<file path="src/rtl/serial_pkg.sv">
// serial_pkg: line levels and frame FSM encodings shared by the serial link transmitter and receiver
package serial_pkg;

   typedef enum logic [2:0] {
      ST_IDLE   = 3'd0,
      ST_START  = 3'd1,
      ST_DATA   = 3'd2,
      ST_PARITY = 3'd3,
      ST_STOP   = 3'd4
   } state_t;

   localparam logic LINE_IDLE = 1'b1;
   localparam logic START_LVL = 1'b0;

endpackage

</file>
<file path="src/rtl/bit_tick_gen.sv">
// bit_tick_gen: counts clk cycles within one bit and flags the last cycle of each bit
module bit_tick_gen
   import serial_pkg::*;
#(
   parameter int CLKS_PER_BIT = 4
) (
   input  logic clk,
   input  logic clrN,
   input  logic start_i,
   input  logic run_i,
   output logic bit_tick_o
);

   localparam int TW = $clog2(CLKS_PER_BIT + 1);
   localparam logic [TW-1:0] LAST = TW'(CLKS_PER_BIT - 1);

   logic [TW-1:0] tick_q, tick_d;

   // restart on accept, hold while idle, otherwise wrap at the last cycle of the bit
   always_comb tick_d = start_i ? '0 : !run_i ? tick_q : (tick_q == LAST) ? '0 : tick_q + 1'b1;

   // tick counter register
   always_ff @(posedge clk or negedge clrN)
      if (!clrN) tick_q <= '0;
      else tick_q <= tick_d;

   assign bit_tick_o = run_i && (tick_q == LAST);

endmodule

</file>
<file path="src/rtl/serial_frame_tx.sv">
// serial_frame_tx: framed serial transmitter (start, LSB-first data, optional even parity, stop)
module serial_frame_tx
   import serial_pkg::*;
#(
   parameter int DATA_W       = 8,
   parameter int CLKS_PER_BIT = 4,
   parameter int PARITY_EN    = 0
) (
   input  logic              clk,
   input  logic              clrN,
   input  logic [DATA_W-1:0] tx_data,
   input  logic              tx_valid,
   output logic              tx_ready,
   output logic              tx_out,
   output logic              tx_busy,
   output logic              tx_done
);

   localparam int BW = $clog2(DATA_W + 1);
   localparam logic [BW-1:0] LAST_BIT = BW'(DATA_W - 1);

   state_t            state_q;
   logic [DATA_W-1:0] shift_q;
   logic [BW-1:0]     bit_q;
   logic              par_q, out_q, ready_q, done_q;
   logic              accept, bit_tick;

   assign accept = tx_valid && ready_q;

   bit_tick_gen #(.CLKS_PER_BIT(CLKS_PER_BIT)) u_tick (
      .clk        (clk),
      .clrN       (clrN),
      .start_i    (accept),
      .run_i      (!ready_q),
      .bit_tick_o (bit_tick)
   );

   // frame sequencer: every line level is registered, so the next bit is loaded at the tick edge
   always_ff @(posedge clk or negedge clrN)
      if (!clrN) begin
         state_q <= ST_IDLE;
         shift_q <= '0;
         bit_q   <= '0;
         par_q   <= 1'b0;
         out_q   <= LINE_IDLE;
         ready_q <= 1'b1;
         done_q  <= 1'b0;
      end else begin
         done_q <= 1'b0;
         case (state_q)
            ST_IDLE:
               if (accept) begin
                  state_q <= ST_START;
                  shift_q <= tx_data;
                  par_q   <= ^tx_data;
                  bit_q   <= '0;
                  out_q   <= START_LVL;
                  ready_q <= 1'b0;
               end
            ST_START:
               if (bit_tick) begin
                  state_q <= ST_DATA;
                  out_q   <= shift_q[0];
                  shift_q <= shift_q >> 1;
               end
            ST_DATA:
               if (bit_tick) begin
                  if (bit_q == LAST_BIT) begin
                     state_q <= (PARITY_EN != 0) ? ST_PARITY : ST_STOP;
                     out_q   <= (PARITY_EN != 0) ? par_q : LINE_IDLE;
                  end else begin
                     bit_q   <= bit_q + 1'b1;
                     out_q   <= shift_q[0];
                     shift_q <= shift_q >> 1;
                  end
               end
            ST_PARITY:
               if (bit_tick) begin
                  state_q <= ST_STOP;
                  out_q   <= LINE_IDLE;
               end
            ST_STOP:
               if (bit_tick) begin
                  state_q <= ST_IDLE;
                  ready_q <= 1'b1;
                  done_q  <= 1'b1;
               end
            default: state_q <= ST_IDLE;
         endcase
      end

   assign tx_ready = ready_q;
   assign tx_busy  = !ready_q;
   assign tx_out   = out_q;
   assign tx_done  = done_q;

endmodule

</file>
<file path="config.mk">
export PLATFORM = sky130hd
export DESIGN_NAME = serial_frame_tx
export DESIGN_NICKNAME = d
export VERILOG_FILES = /design/src/rtl/serial_pkg.sv /design/src/rtl/bit_tick_gen.sv /design/src/rtl/serial_frame_tx.sv
export SDC_FILE = /design/constraint.sdc
export NUM_CORES = 1
export LEC_CHECK = 0
export BUFFER_PORTS_ARGS = -buffer_cell sky130_fd_sc_hd__buf_4
export CAP_MARGIN = 20
export CORE_MARGIN = 1.5
export CORE_UTILIZATION = 49
export CTS_CLUSTER_DIAMETER = 30
export DETAILED_ROUTE_END_ITERATION = 6
export PLACE_DENSITY = 0.7
export SLEW_MARGIN = 20
export SYNTH_ARGS = -nofsm -noshare
export SYNTH_HDL_FRONTEND = slang
export SYNTH_HIERARCHICAL = 1
export SYNTH_SLANG_ARGS = --single-unit
</file>
<file path="constraint.sdc">
create_clock -name clk -period 1.98 [get_ports clk]
set_clock_uncertainty 0.1 [all_clocks]
set_input_delay 0 -clock clk [delete_from_list [all_inputs] [get_ports clk]]
set_output_delay 0 -clock clk [all_outputs]
set_load 0.1 [all_outputs]
</file>
Yosys cells after proc, flatten, opt, wreduce, memory -nomap -nowiden:

Cells that the tools add are included.

* register bits after elaboration: 21
* logic and storage cells: 64

* add/subtract/negate cells: 2
* mux-type cells: 28
* reductions and logical operators: 13
* equality and inequality tests: 14

Operators with widths (number)
* 8-bit 2-to-1 mux: 4
* 3-bit 2-to-1 mux: 9
* 8-bit case mux with 3 select lines: 1
* 3-bit case mux with 5 select lines: 1
* 4-bit 2-to-1 mux: 3
* 2-bit != test (second input constant): 6
* 5-bit AND reduction: 2
* 3-bit by 2-bit == test with 1-bit output (second input constant): 3
* 4-bit case mux with 2 select lines: 1
* 1-bit 2-to-1 mux: 7
* 6-bit AND reduction: 1
* 4-bit by 1-bit adder with 4-bit output (second input constant): 1
* 4-bit by 3-bit == test with 1-bit output (second input constant): 1
* 2-bit by 1-bit != test with 1-bit output (second input constant): 2
* 1-bit case mux with 4 select lines: 1
* 4-bit AND reduction: 1
* 2-bit nonzero test: 2
* 4-bit nonzero test: 1
* 3-bit by 1-bit adder with 3-bit output (second input constant): 1
* 3-bit by 1-bit == test with 1-bit output (second input constant): 1
* 3-bit == test (second input constant): 1
* 3-bit zero test: 1
* 3-bit AND reduction: 1
* 3-bit nonzero test: 1
* 3 further kinds: 4

Longest topological paths before layout:

Gate-level depths: netlist (run 1).

* word-level depth: 4
* gate-level depth with buffers: 8

Hierarchy:

Netlist (run 1), hierarchy kept.

Modules (own cells, without submodules)
* serial_frame_tx: area an instance 938.4 um2, cells an instance 83, seq. area each 452.9 um2, times used 1
* bit_tick_gen: area an instance 145.1 um2, cells an instance 14, seq. area each 75.1 um2, times used 1

Worst setup path before layout (run 1):

OpenSTA, ideal clock, no wires.

* kind: reg2reg
* start point: register ready_q, in the netlist tx_ready
* end point: register shift_q[0]
* cell stages (with the launch flop): 9
* slack: -937 ps
* period minus slack after synthesis: 2917 ps
* library setup time: 125 ps
* arrival: 2692 ps
* path buffers: 1
* required time: 1755 ps
* cells stage by stage: dfstp_2 -> inv_1 -> nand2_1 -> nor2_1 -> buf_2 -> nand2_1 -> or3_4 -> a31oi_4 -> mux2_2

* cells in the longest elaborated chain, start to end: 4
* elaborated cells on any way between the ends: 7
* those cells by class: eq/ne: 3; reduce/logical: 4

RTL lines
* start, declared: line serial_frame_tx.sv:25 `logic par_q, out_q, ready_q, done_q;`
* start signal, assigned: line serial_frame_tx.sv:46 `ready_q <= 1'b1;`
* start signal, assigned: line serial_frame_tx.sv:58 `ready_q <= 1'b0;`
* start signal, assigned: line serial_frame_tx.sv:85 `ready_q <= 1'b1;`
* 1-bit zero test (*)
* net tx_busy: line serial_frame_tx.sv:15 `output logic tx_busy,`
* 1-bit logical AND (*): line bit_tick_gen.sv:27 `assign bit_tick_o = run_i && (tick_q == LAST);`
* net bit_tick: line serial_frame_tx.sv:26 `logic accept, bit_tick;`
* 2-bit != test (no source line)
* 5-bit AND reduction (no source line) (*)
* end signal, assigned: line serial_frame_tx.sv:54 `shift_q <= tx_data;`
* end signal, assigned: line serial_frame_tx.sv:64 `shift_q <= shift_q >> 1;`
* end signal, assigned: line serial_frame_tx.sv:74 `shift_q <= shift_q >> 1;`
* end, declared: line serial_frame_tx.sv:23 `logic [DATA_W-1:0] shift_q;`

The timed path passes the listed nets; every way through them passes the cells marked *.
A chain may end at the register's enable or synchronous reset.

Worst setup path in the final report (run 1):

* start point: register u_tick.tick_q[0]
* end point: register shift_q[5]

* cells in the longest elaborated chain, start to end: 4
* elaborated cells on any way between the ends: 5
* those cells by class: eq/ne: 3; reduce/logical: 2

RTL lines
* start, declared: line bit_tick_gen.sv:17 `logic [TW-1:0] tick_q, tick_d;`
* start signal, assigned: line bit_tick_gen.sv:25 `else tick_q <= tick_d;`
* 3-bit by 2-bit == test with 1-bit output (*): line bit_tick_gen.sv:27
* 1-bit logical AND (*): line bit_tick_gen.sv:27
* net bit_tick: line serial_frame_tx.sv:26
* 2-bit != test (no source line)
* 5-bit AND reduction (no source line) (*)

Marked as above.

==> impl_metrics.csv, run 1 <==
group,metric,value,unit
status,violations,"negative hold slack, negative setup slack",
yosys,synth.top_cell.area_share,0.439,
grt,antenna_found_initial,0,
layout,drive_above_1_share,0.450,
layout,syn2layout_area_growth,41.5,%
clock_tree,clk_latency,0.30,ns
setup_path,timing.rr.end,"shift_q[5]$_DFFE_PN0P_",
power,p_per_area,442,mW/mm2
timing,layout_setup_ws,-0.0654,ns
clock_tree,cts.sinks,21,
clock_tree,cts_tree,"built",
timing,min_period,2.05,ns
yosys,ys_ff_latch,21,
setup_path,critPathLaunch,"u_tick/tick_q[0]$_DFFE_PN0P_",
detailed_routing,ant_nets,0,
yosys,syn_area,0.00108,mm2
detailed_routing,drc,0,
placement,hpwlAfterDp,1440,um
grt,track_usage,0.198,
yosys,ys_seq_area_frac,0.487,
detailed_routing,dr.pass1.iters,4,
clock_tree,cts_root_buf,"clkbuf_4",
status,outcome,"finished with violations",
timing,finalSetupViolations,7,
die,die-area,0.00250,mm2
timing,period_share,1.03,
timing,tightest_slew,0.306,ns
grt,grt_pass1_vias,858,
job,max_cap_viol_count,0,
setup_path,cp.arrival,2.14,ns
timing,holdWs,-0.00105,ns
timing,max_freq,489,MHz
timing,rsz0062_at_grt,"true",
clock_tree,numCtsBuffers,3,
clock_tree,clock_path_buffers,2,
die,die_h,50.0,um
die,pin_count,15,
yosys,syn_nets,110,
yosys,synth.distinct_cells,31,
grt,grt_pass1_wl,3690,um
setup_path,worstSetupPathType,"flop to flop",
timing,drv_slew,0,
clock_tree,clk_pin_slew_worst_paths,0.11,ns
detailed_routing,dr.first_iter.drc_count,16,
yosys,netlist_instances,97,
layout,num-nets-final,154,
yosys,avgSynthCellArea,11.2,um2
setup_path,r2r_cells,8,
layout,final_cell_count_no_fill,167,
power,vdd_drop_max,401,uV
timing,relSlewSlack,0.794,
layout,n_fill_cell,137,
setup_path,r2r_setup_slack,-0.07,ns
placement,io_buffers,14,
yosys,synth_area_leaders,"dfrtp_1 (44%), mux2_2 (17%), dfstp_2 (4.8%)",
detailed_routing,num_vias,849,
power,p_leak,0.671,nW
yosys,yosys_warnings,6,
clock_tree,htree_levels,1,
placement,place_inst,146,
setup_path,worstPathRequired,2.08,ns
setup_path,worstSetupStartpointType,"flop",
die,die_w,50.0,um
die,start_util,0.536,
layout,num_antenna_cells,0,
yosys,yosysTopAreaCell,"dfrtp_1",
detailed_routing,routed_via_density,5.08,
setup_path,worstPathMaxFanout,3,
detailed_routing,routedWlPerCell,12.9,um
die,coreArea,0.00202,mm2
timing,hold_viol,7,
setup_path,end_kind,"flop",
detailed_routing,routed_wl,2160,um
die,num_rows,16,
placement,place.gp.congestion,0.722,
setup_path,r2r-start,"u_tick/tick_q[0]$_DFFE_PN0P_",
worst_hold_path,timing.hold.worst.class,"primary input to asynchronous set/reset pin",
grt,grt.overflow.total,0,
grt,grt_max_degree,22,
==> worst max path at each step <==
stage | end | slack (ns) | depth (start not counted)
final | shift_q[5]$_DFFE_PN0P_ | -0.07 | 8
after global routing | shift_q[4]$_DFFE_PN0P_ | -0.15 | 8
after CTS | shift_q[5]$_DFFE_PN0P_ | -0.07 | 6
after detailed placement | shift_q[3]$_DFFE_PN0P_ | -0.12 | 5
after global placement | shift_q[0]$_DFFE_PN0P_ | -0.07 | 5
after floorplan | bit_q[1]$_DFFE_PN0P_ | -0.59 | 7
==> layout make-up <==
class / count / area, um2 / area share
Clock buffer: 4 / 26.3 / 0.0171
Inverter: 2 / 11.3 / 0.00735
Multi-Input combinational cell: 70 / 567 / 0.370
Sequential cell: 21 / 532 / 0.347
Tap cell: 27 / 33.8 / 0.0220
Timing Repair Buffer: 43 / 363 / 0.237
==> repair_timing <==
action / in CTS / in global routing
buffers inserted: 5 / 2
pin swaps: 2 / 4
gates resized for setup: 9 / 4
setup endpoints to repair: 8 / 8
hold endpoints to repair: 32 / 0
hold buffers: 10 / 0
==> flip-flops by register name (all words and copies together), names as in the netlist <==
signal	cells
u_tick/tick_q	3
bit_q	4
state_q	3
tx_done	1
tx_ready	1
shift_q	8
tx_out	1
==> per-layer routing <==
metal,vias to the layer above,track usage,share of wire
met5,-,0,0
met4,0,0.0833,0.020
met3,5,0.0273,0.020
met2,11,0.329,0.49
met1,402,0.255,0.47
li1,431,-,-
==> cells in the final DEF (no fill, tap or decap), types with 2 or more instances in the layout <==
| master | Yosys | layout |
|---|---|---|
| dlygate4sd3_1 | 0 | 10 |
| a21oi_1 | 7 | 7 |
| buf_4 | 0 | 29 |
| o21ai_0 | 3 | 3 |
| mux2_4 | 0 | 4 |
| dfrtp_1 | 19 | 19 |
| xnor2_1 | 2 | 2 |
| buf_6 | 0 | 4 |
| nor2_1 | 7 | 6 |
| mux2i_1 | 2 | 2 |
| clkbuf_4 | 0 | 3 |
| mux2_2 | 16 | 12 |
| ha_2 | 0 | 2 |
| nand2_1 | 8 | 7 |
| nand2b_1 | 5 | 5 |
| nand3b_1 | 2 | 2 |
==> critical path, stage by stage, from the launching register on <==
cell	delay [ns]
dfrtp_1	0.38
ha_2	0.20
nand2_2	0.08
nor2_4	0.11
nand2_1	0.05
or3_4	0.34
a31oi_4	0.22
buf_6	0.14
mux2_2	0.32
==> cells in the mapped netlist <==
cell type	instances
and2_1	1
and3_1	1
and3b_1	1
a21oi_1	7
ha_1	2
nand3b_1	2
mux2_2	16
nand4bb_1	1
mux2i_1	2
a31oi_4	1
o21ai_0	3
nor3b_1	1
nand4_1	1
dfstp_2	2
nand2b_1	5
xnor2_1	2
nor4_1	1
o31ai_1	1
nor2_1	7
nor4b_1	1
dfrtp_1	19
a21o_1	1
buf_2	2
nand3_1	1
inv_1	2
nor3_1	1
or3_4	1
clkbuf_1	2
o22ai_1	1
and3b_2	1
nand2_1	8
==> report_power, final <==
group	total, mW	switching [mW]	internal, mW
clock	0.201	0.122	0.0786
sequential	0.429	0	0.429
combinational	0.0483	0.0173	0.0310
==> kinds of logic (layout without fill, tap and decap cells) <==
kind of cell / after synthesis / count (layout) / share of synthesized area
DFF: 21 / 21 / 0.487
and+or+nand+nor: 34 / 34 / 0.180
xor gates and xnor gates: 2 / 2 / 0.0162
buffers and inverters: 6 / 49 / 0.0231
muxes: 18 / 18 / 0.185
adders and majority gates: 2 / 2 / 0.0231
AOI/OAI and AO/OA: 14 / 14 / 0.0855
==> stage by stage <==
| stage | power [mW] | instance area [um2] | util | setup slack (ns) | setup TNS, ns |
|---|---|---|---|---|---|
| after floorplan | 0.444 | 1100 | - | -0.587 | -7.10 |
| after global placement | 0.467 | 1310 | 0.647 | -0.0703 | -0.469 |
| after detailed placement | 0.469 | 1310 | 0.647 | -0.121 | -0.739 |
| after CTS | 0.680 | 1500 | 0.744 | -0.0742 | -0.428 |
| after global routing | 0.711 | 1530 | 0.758 | -0.152 | -0.973 |
| final | 0.678 | 1530 | 0.758 | -0.0654 | -0.358 |
Note: power is estimated with default switching activity, not from simulation.
==> inputs of run 2 (changes only) <==
- CELL_PAD_IN_SITES_DETAIL_PLACEMENT: not set -> 1
- CELL_PAD_IN_SITES_GLOBAL_PLACEMENT: not set -> 2
- CORE_UTILIZATION: 49 -> 36
- PLACE_DENSITY: 0.7 -> 0.74
- clock period: 1.98 -> 1.9 ns (I/O delays scaled with it)
==> impl_metrics.csv, run 2 (same netlist as run 1, synthesis figures left out) <==
group,metric,value,unit
setup_path,critPathBufInv,2,
setup_path,critical-path-top-delay-family,"simple AND/OR/NAND/NOR gates",
die,die_h,57.9,um
timing,rsz0062_at_grt,"true",
setup_path,path_depth,8,
placement,hpwlAfterDp,1780,um
power,vdd_drop_max,368,uV
detailed_routing,dr.pass1.iters,7,
clock_tree,clock_path_buffers,2,
setup_path,worstPathRequired,2.01,ns
detailed_routing,dr.first_iter.drc_count,24,
placement,place_inst,154,
grt,grt_max_degree,15,
setup_path,crit_path_max_incr_delay,0.49,ns
clock_tree,cts_tree,"built",
clock_tree,clk_latency,0.31,ns
grt,grt.overflow.total,0,
die,start_util,0.386,
layout,largest_register_ffs,8,
detailed_routing,routed_wl,2520,um
timing,min_period,2.00,ns
grt,track_usage,0.176,
die,coreArea,0.00281,mm2
status,violations,"design-rule violations, negative setup slack",
timing,hold_viol,0,
layout,drive_above_1_share,0.458,
layout,final_cell_count_no_fill,173,
placement,post-place-ws,-0.194,ns
grt,met2_usage,0.317,
worst_hold_path,holdPathStages,1,
grt,grt_pass1_vias,1013,
setup_path,worstPathMaxFanout,8,
setup_path,end_kind,"flop",
grt,antenna_found_initial,0,
layout,reg.largest.list,"shift_q (8), bit_q (4)",
timing,period_share,1.05,
timing,finalSetupViolations,8,
die,die_w,57.9,um
clock_tree,cts.sinks,21,
layout,largest_register,"shift_q",
layout,num_antenna_cells,0,
placement,place.gp.congestion,0.688,
timing,tightest_slew,0.395,ns
layout,syn2layout_area_growth,47.9,%
layout,n_fill_cell,303,
timing,drv_slew,0,
setup_path,worstSetupPathType,"flop to flop",
setup_path,cp.arrival,2.10,ns
layout,fin_area,0.00160,mm2
timing,tns,-0.703,ns
detailed_routing,num_vias,892,
detailed_routing,ant_nets,0,
detailed_routing,routedWlPerCell,14.6,um
grt,met1_usage,0.200,
clock_tree,numCtsBuffers,3,
timing,max_freq,500,MHz
detailed_routing,drc,2,
detailed_routing,routed_via_density,5.16,
status,outcome,"finished with violations",
clock_tree,clk_pin_slew_worst_paths,0.12,ns
grt,top_usage_layer,"met2",
die,pin_count,15,
setup_path,slowest_stage,"dfstp_4",
setup_path,crit_chain,"clkinvlp_4 > nand2_4 > nor2_4 > nand2_1 > or3_4 > a31oi_4 > buf_12 > mux2_4",
placement,place_area,0.00134,mm2
placement,io_buffers,14,
timing,layout_setup_ws,-0.0984,ns
die,die-area,0.00335,mm2
layout,num-nets-final,156,
setup_path,worstSetupStartpointType,"flop",
power,p_leak,0.693,nW
worst_hold_path,timing.hold.worst.class,"flop to flop",
die,num_rows,19,
clock_tree,cts_root_buf,"clkbuf_4",
power,p_per_area,451,mW/mm2
job,max_cap_viol_count,0,
grt,grtUsageMet3,0.0513,
timing,relSlewSlack,0.736,
grt,grt_pass1_wl,4550,um
clock_tree,htree_levels,1,
setup_path,r2r_cells,8,
layout,final_common_cell,"buf_4",
layout,final_cell_mix,"buf_4 (31), dfrtp_1 (19), dlygate4sd3_1 (12)",
[run 2: changes by cell type in the layout (fill, tap and decap cells not counted), moves of 2 or more]
cell / previous run / this run
mux2_4: 4 / 8
nor2_2: 0 / 2
buf_6: 4 / 1
dlygate4sd3_1: 10 / 12
mux2_2: 12 / 8
buf_4: 29 / 31
nor2_1: 6 / 4
[run 2: worst paths after layout]
check | startpoint | to | slack, ns
max | tx_ready$_DFFE_PN1P_ | shift_q[1]$_DFFE_PN0P_ | -0.1
min | bit_q[3]$_DFFE_PN0P_ | bit_q[3]$_DFFE_PN0P_ | 0.38
max reg2reg | tx_ready$_DFFE_PN1P_ | shift_q[1]$_DFFE_PN0P_ | -0.1
min reg2reg | bit_q[3]$_DFFE_PN0P_ | bit_q[3]$_DFFE_PN0P_ | 0.38
max in group asynchronous | clrN | bit_q[2]$_DFFE_PN0P_ | 0.15
min in group asynchronous | clrN | u_tick/tick_q[0]$_DFFE_PN0P_ | 0.50
[run 2: power breakdown]
part | switching [mW] | total [mW] | internal, mW
sequential | 0 | 0.447 | 0.447
combinational | 0.0183 | 0.0534 | 0.0350
clock | 0.140 | 0.222 | 0.0822
total | 0.158 | 0.722 | 0.564
[run 2: cell type report]
class | instances | area [um2] | share of cell area
timing repair buffer | 45 | 384 | 0.240
sequential | 21 | 532 | 0.332
inverter | 2 | 11.3 | 0.00703
clock buffer | 4 | 26.3 | 0.0164
multi-input combinational | 70 | 611 | 0.381
tap | 31 | 38.8 | 0.0242
[run 2: per-layer routing]
| layer | wire, um | up-vias | part of all wire |
|---|---|---|---|
| li1 | - | 429 | - |
| met1 | 1060 | 444 | 0.42 |
| met2 | 1310 | 13 | 0.52 |
| met3 | 86 | 6 | 0.034 |
| met4 | 64 | 0 | 0.025 |
| met5 | 0 | - | 0 |
[run 2: metrics by stage]
stage / total power, mW / utilization / hold slack, ns
6_report: 0.722 / 0.571 / 0.375
5_1_grt: 0.759 / 0.571 / 0.400
4_1_cts: 0.733 / 0.555 / 0.382
3_5_place_dp: 0.489 / 0.479 / -0.194
3_3_place_gp: 0.488 / 0.479 / -0.195
2_1_floorplan: 0.463 / - / -0.396
[run 2: what timing repair did]
action                                  4_1_cts  5_1_grt
setup buffers                                 3        1
endpoints found under the setup margin       11       11
hold buffers                                 12        0
resized for setup                            11        8
endpoints found under the hold margin        32        0
pin swaps                                     7        8
==> inputs of run 3 (changes only) <==
--- a/config.mk
+++ b/config.mk
@@ -8,3 +8,2 @@
 export BUFFER_PORTS_ARGS = -buffer_cell sky130_fd_sc_hd__buf_4
-export CAP_MARGIN = 20
 export CELL_PAD_IN_SITES_DETAIL_PLACEMENT = 1
@@ -16,2 +15,3 @@
 export PLACE_DENSITY = 0.74
+export SETUP_SLACK_MARGIN = 0.5
 export SLEW_MARGIN = 20
--- a/constraint.sdc
+++ b/constraint.sdc
@@ -4,2 +4,2 @@
 set_output_delay 0 -clock clk [all_outputs]
-set_load 0.1 [all_outputs]
+set_load 0.05 [all_outputs]
==> impl_metrics.csv, run 3 (same netlist as run 1, synthesis figures left out) <==
group,metric,value,unit
grt,antenna_found_initial,0,
power,p_leak,0.704,nW
layout,final_cell_count_no_fill,172,
layout,largest_register_ffs,8,
timing,layout_setup_ws,-0.116,ns
detailed_routing,drc,6,
power,vdd_drop_max,197,uV
timing,max_freq,496,MHz
die,coreArea,0.00281,mm2
layout,drive_above_1_share,0.504,
setup_path,end_kind,"flop",
layout,num_antenna_cells,0,
timing,holdWs,0.0180,ns
setup_path,worstSetupPathType,"flop to flop",
power,p_per_area,433,mW/mm2
layout,num-nets-final,155,
detailed_routing,dr.pass1.iters,6,
grt,grt.overflow.total,0,
setup_path,crit_chain,"ha_2 > and3b_2 > or3_4 > a31oi_4 > buf_12 > mux2_4",
timing,rsz0062_at_grt,"true",
timing,finalSetupViolations,11,
detailed_routing,routedWlPerCell,17.3,um
setup_path,critPathBufInv,1,
setup_path,critical-path-top-delay-family,"simple AND/OR/NAND/NOR gates",
clock_tree,cts_root_buf,"clkbuf_4",
setup_path,critPathLaunch,"bit_q[1]$_DFFE_PN0P_",
detailed_routing,routed_wl,2970,um
grt,grt_pass1_vias,1022,
setup_path,slowest_stage,"dfrtp_1",
layout,final_cell_mix,"buf_4 (27), dfrtp_1 (19), dlygate4sd3_1 (10)",
layout,n_fill_cell,317,
timing,period_share,1.06,
setup_path,worstPathMaxFanout,8,
detailed_routing,routed_via_density,5.22,
layout,final_common_cell,"buf_4",
die,pin_count,15,
die,start_util,0.386,
timing,relSlewSlack,0.760,
clock_tree,cts_tree,"built",
clock_tree,htree_levels,1,
die,die_h,57.9,um
placement,hpwlAfterDp,1760,um
setup_path,cp.arrival,2.10,ns
setup_path,endpoint,"shift_q[6]$_DFFE_PN0P_",
setup_path,worstPathRequired,1.99,ns
clock_tree,clk_latency,0.29,ns
timing,min_period,2.02,ns
setup_path,r2r-start,"bit_q[1]$_DFFE_PN0P_",
timing,tns,-0.998,ns
status,violations,"design-rule violations, negative setup slack",
grt,grt_pass1_wl,4730,um
timing,drv_slew,0,
timing,tightest_slew,0.360,ns
setup_path,crit_path_max_incr_delay,0.41,ns
detailed_routing,dr.first_iter.drc_count,25,
grt,grt_max_degree,22,
setup_path,worstSetupStartpointType,"flop",
die,num_rows,19,
status,outcome,"finished with violations",
setup_path,r2r_setup_slack,-0.12,ns
detailed_routing,num_vias,898,
placement,place_inst,153,
die,die-area,0.00335,mm2
detailed_routing,ant_nets,0,
clock_tree,cts.sinks,21,
setup_path,timing.rr.end,"shift_q[6]$_DFFE_PN0P_",
placement,post-place-ws,-0.202,ns
clock_tree,numCtsBuffers,3,
clock_tree,clock_path_buffers,2,
placement,place.gp.congestion,0.729,
setup_path,path_depth,6,
die,die_w,57.9,um
placement,io_buffers,14,
worst_hold_path,timing.hold.worst.class,"primary input to asynchronous set/reset pin",
layout,largest_register,"shift_q",
timing,hold_viol,0,
job,max_cap_viol_count,0,
layout,reg.largest.list,"shift_q (8), bit_q (4)",
setup_path,r2r_cells,6,
clock_tree,clk_pin_slew_worst_paths,0.12,ns
layout,syn2layout_area_growth,51.0,%
grt,track_usage,0.187,
-- run 3: how the worst min path moves through the flow --
stage,end,start,cells past startpoint,slack (ns)
global route,tx_done$_DFF_PN0_,clrN,2,0.01
floorplan,bit_q[0]$_DFFE_PN0P_,clrN,0,-0.40
global placement,state_q[0]$_DFFE_PN0P_,clrN,1,-0.20
finish,state_q[0]$_DFFE_PN0P_,clrN,2,0.02
CTS,state_q[0]$_DFFE_PN0P_,clrN,2,0.01
detailed placement,state_q[0]$_DFFE_PN0P_,clrN,1,-0.19
-- run 3: repair_timing --
item | in CTS | in global routing
hold buffers | 10 | 0
cloned | 0 | 0
buffers inserted | 3 | 2
pin swaps | 11 | 3
resized for setup | 23 | 10
setup endpoints to repair | 16 | 18
endpoints found under the hold margin | 32 | 0
-- run 3: layout make-up --
type,instances,area (um2),share of cell area
multi-input cells,70,638,0.390
flip-flops and latches,21,528,0.323
inverters,2,11.3,0.00688
repair buffers,44,394,0.241
well taps,31,38.8,0.0237
clock buffers,4,26.3,0.0161
-- run 3: routing by layer --
layer  up-vias  share of wire  global-route usage
met4         0         0.0054              0.0498
met2        10           0.59               0.365
li1        429              -                   -
met1       457           0.39               0.209
met3         2          0.016              0.0268
met5         -              0                   0
-- run 3: worst register-to-register path: cells and delay by family, from the launching register on --
family	cells	cell delay (ns)
AND/OR/NAND/NOR	2	0.57
flip-flops	1	0.41
multiplexers	1	0.30
adder cells (fa/ha/maj)	1	0.19
AO/OA/AOI/OAI	1	0.19
buffers and inverters	1	0.16
-- run 3: power breakdown --
part	internal, mW	switching (mW)
sequential	0.447	0
combinational	0.0324	0.0187
clock	0.0816	0.130
total	0.561	0.148
-- run 3: through the flow --
step	instance area, um2	power [mW]	util
after global placement	1330	0.488	0.473
after CTS	1580	0.719	0.563
after global routing	1640	0.748	0.583
after detailed placement	1330	0.489	0.473
final	1640	0.709	0.583
after floorplan	1090	0.463	-
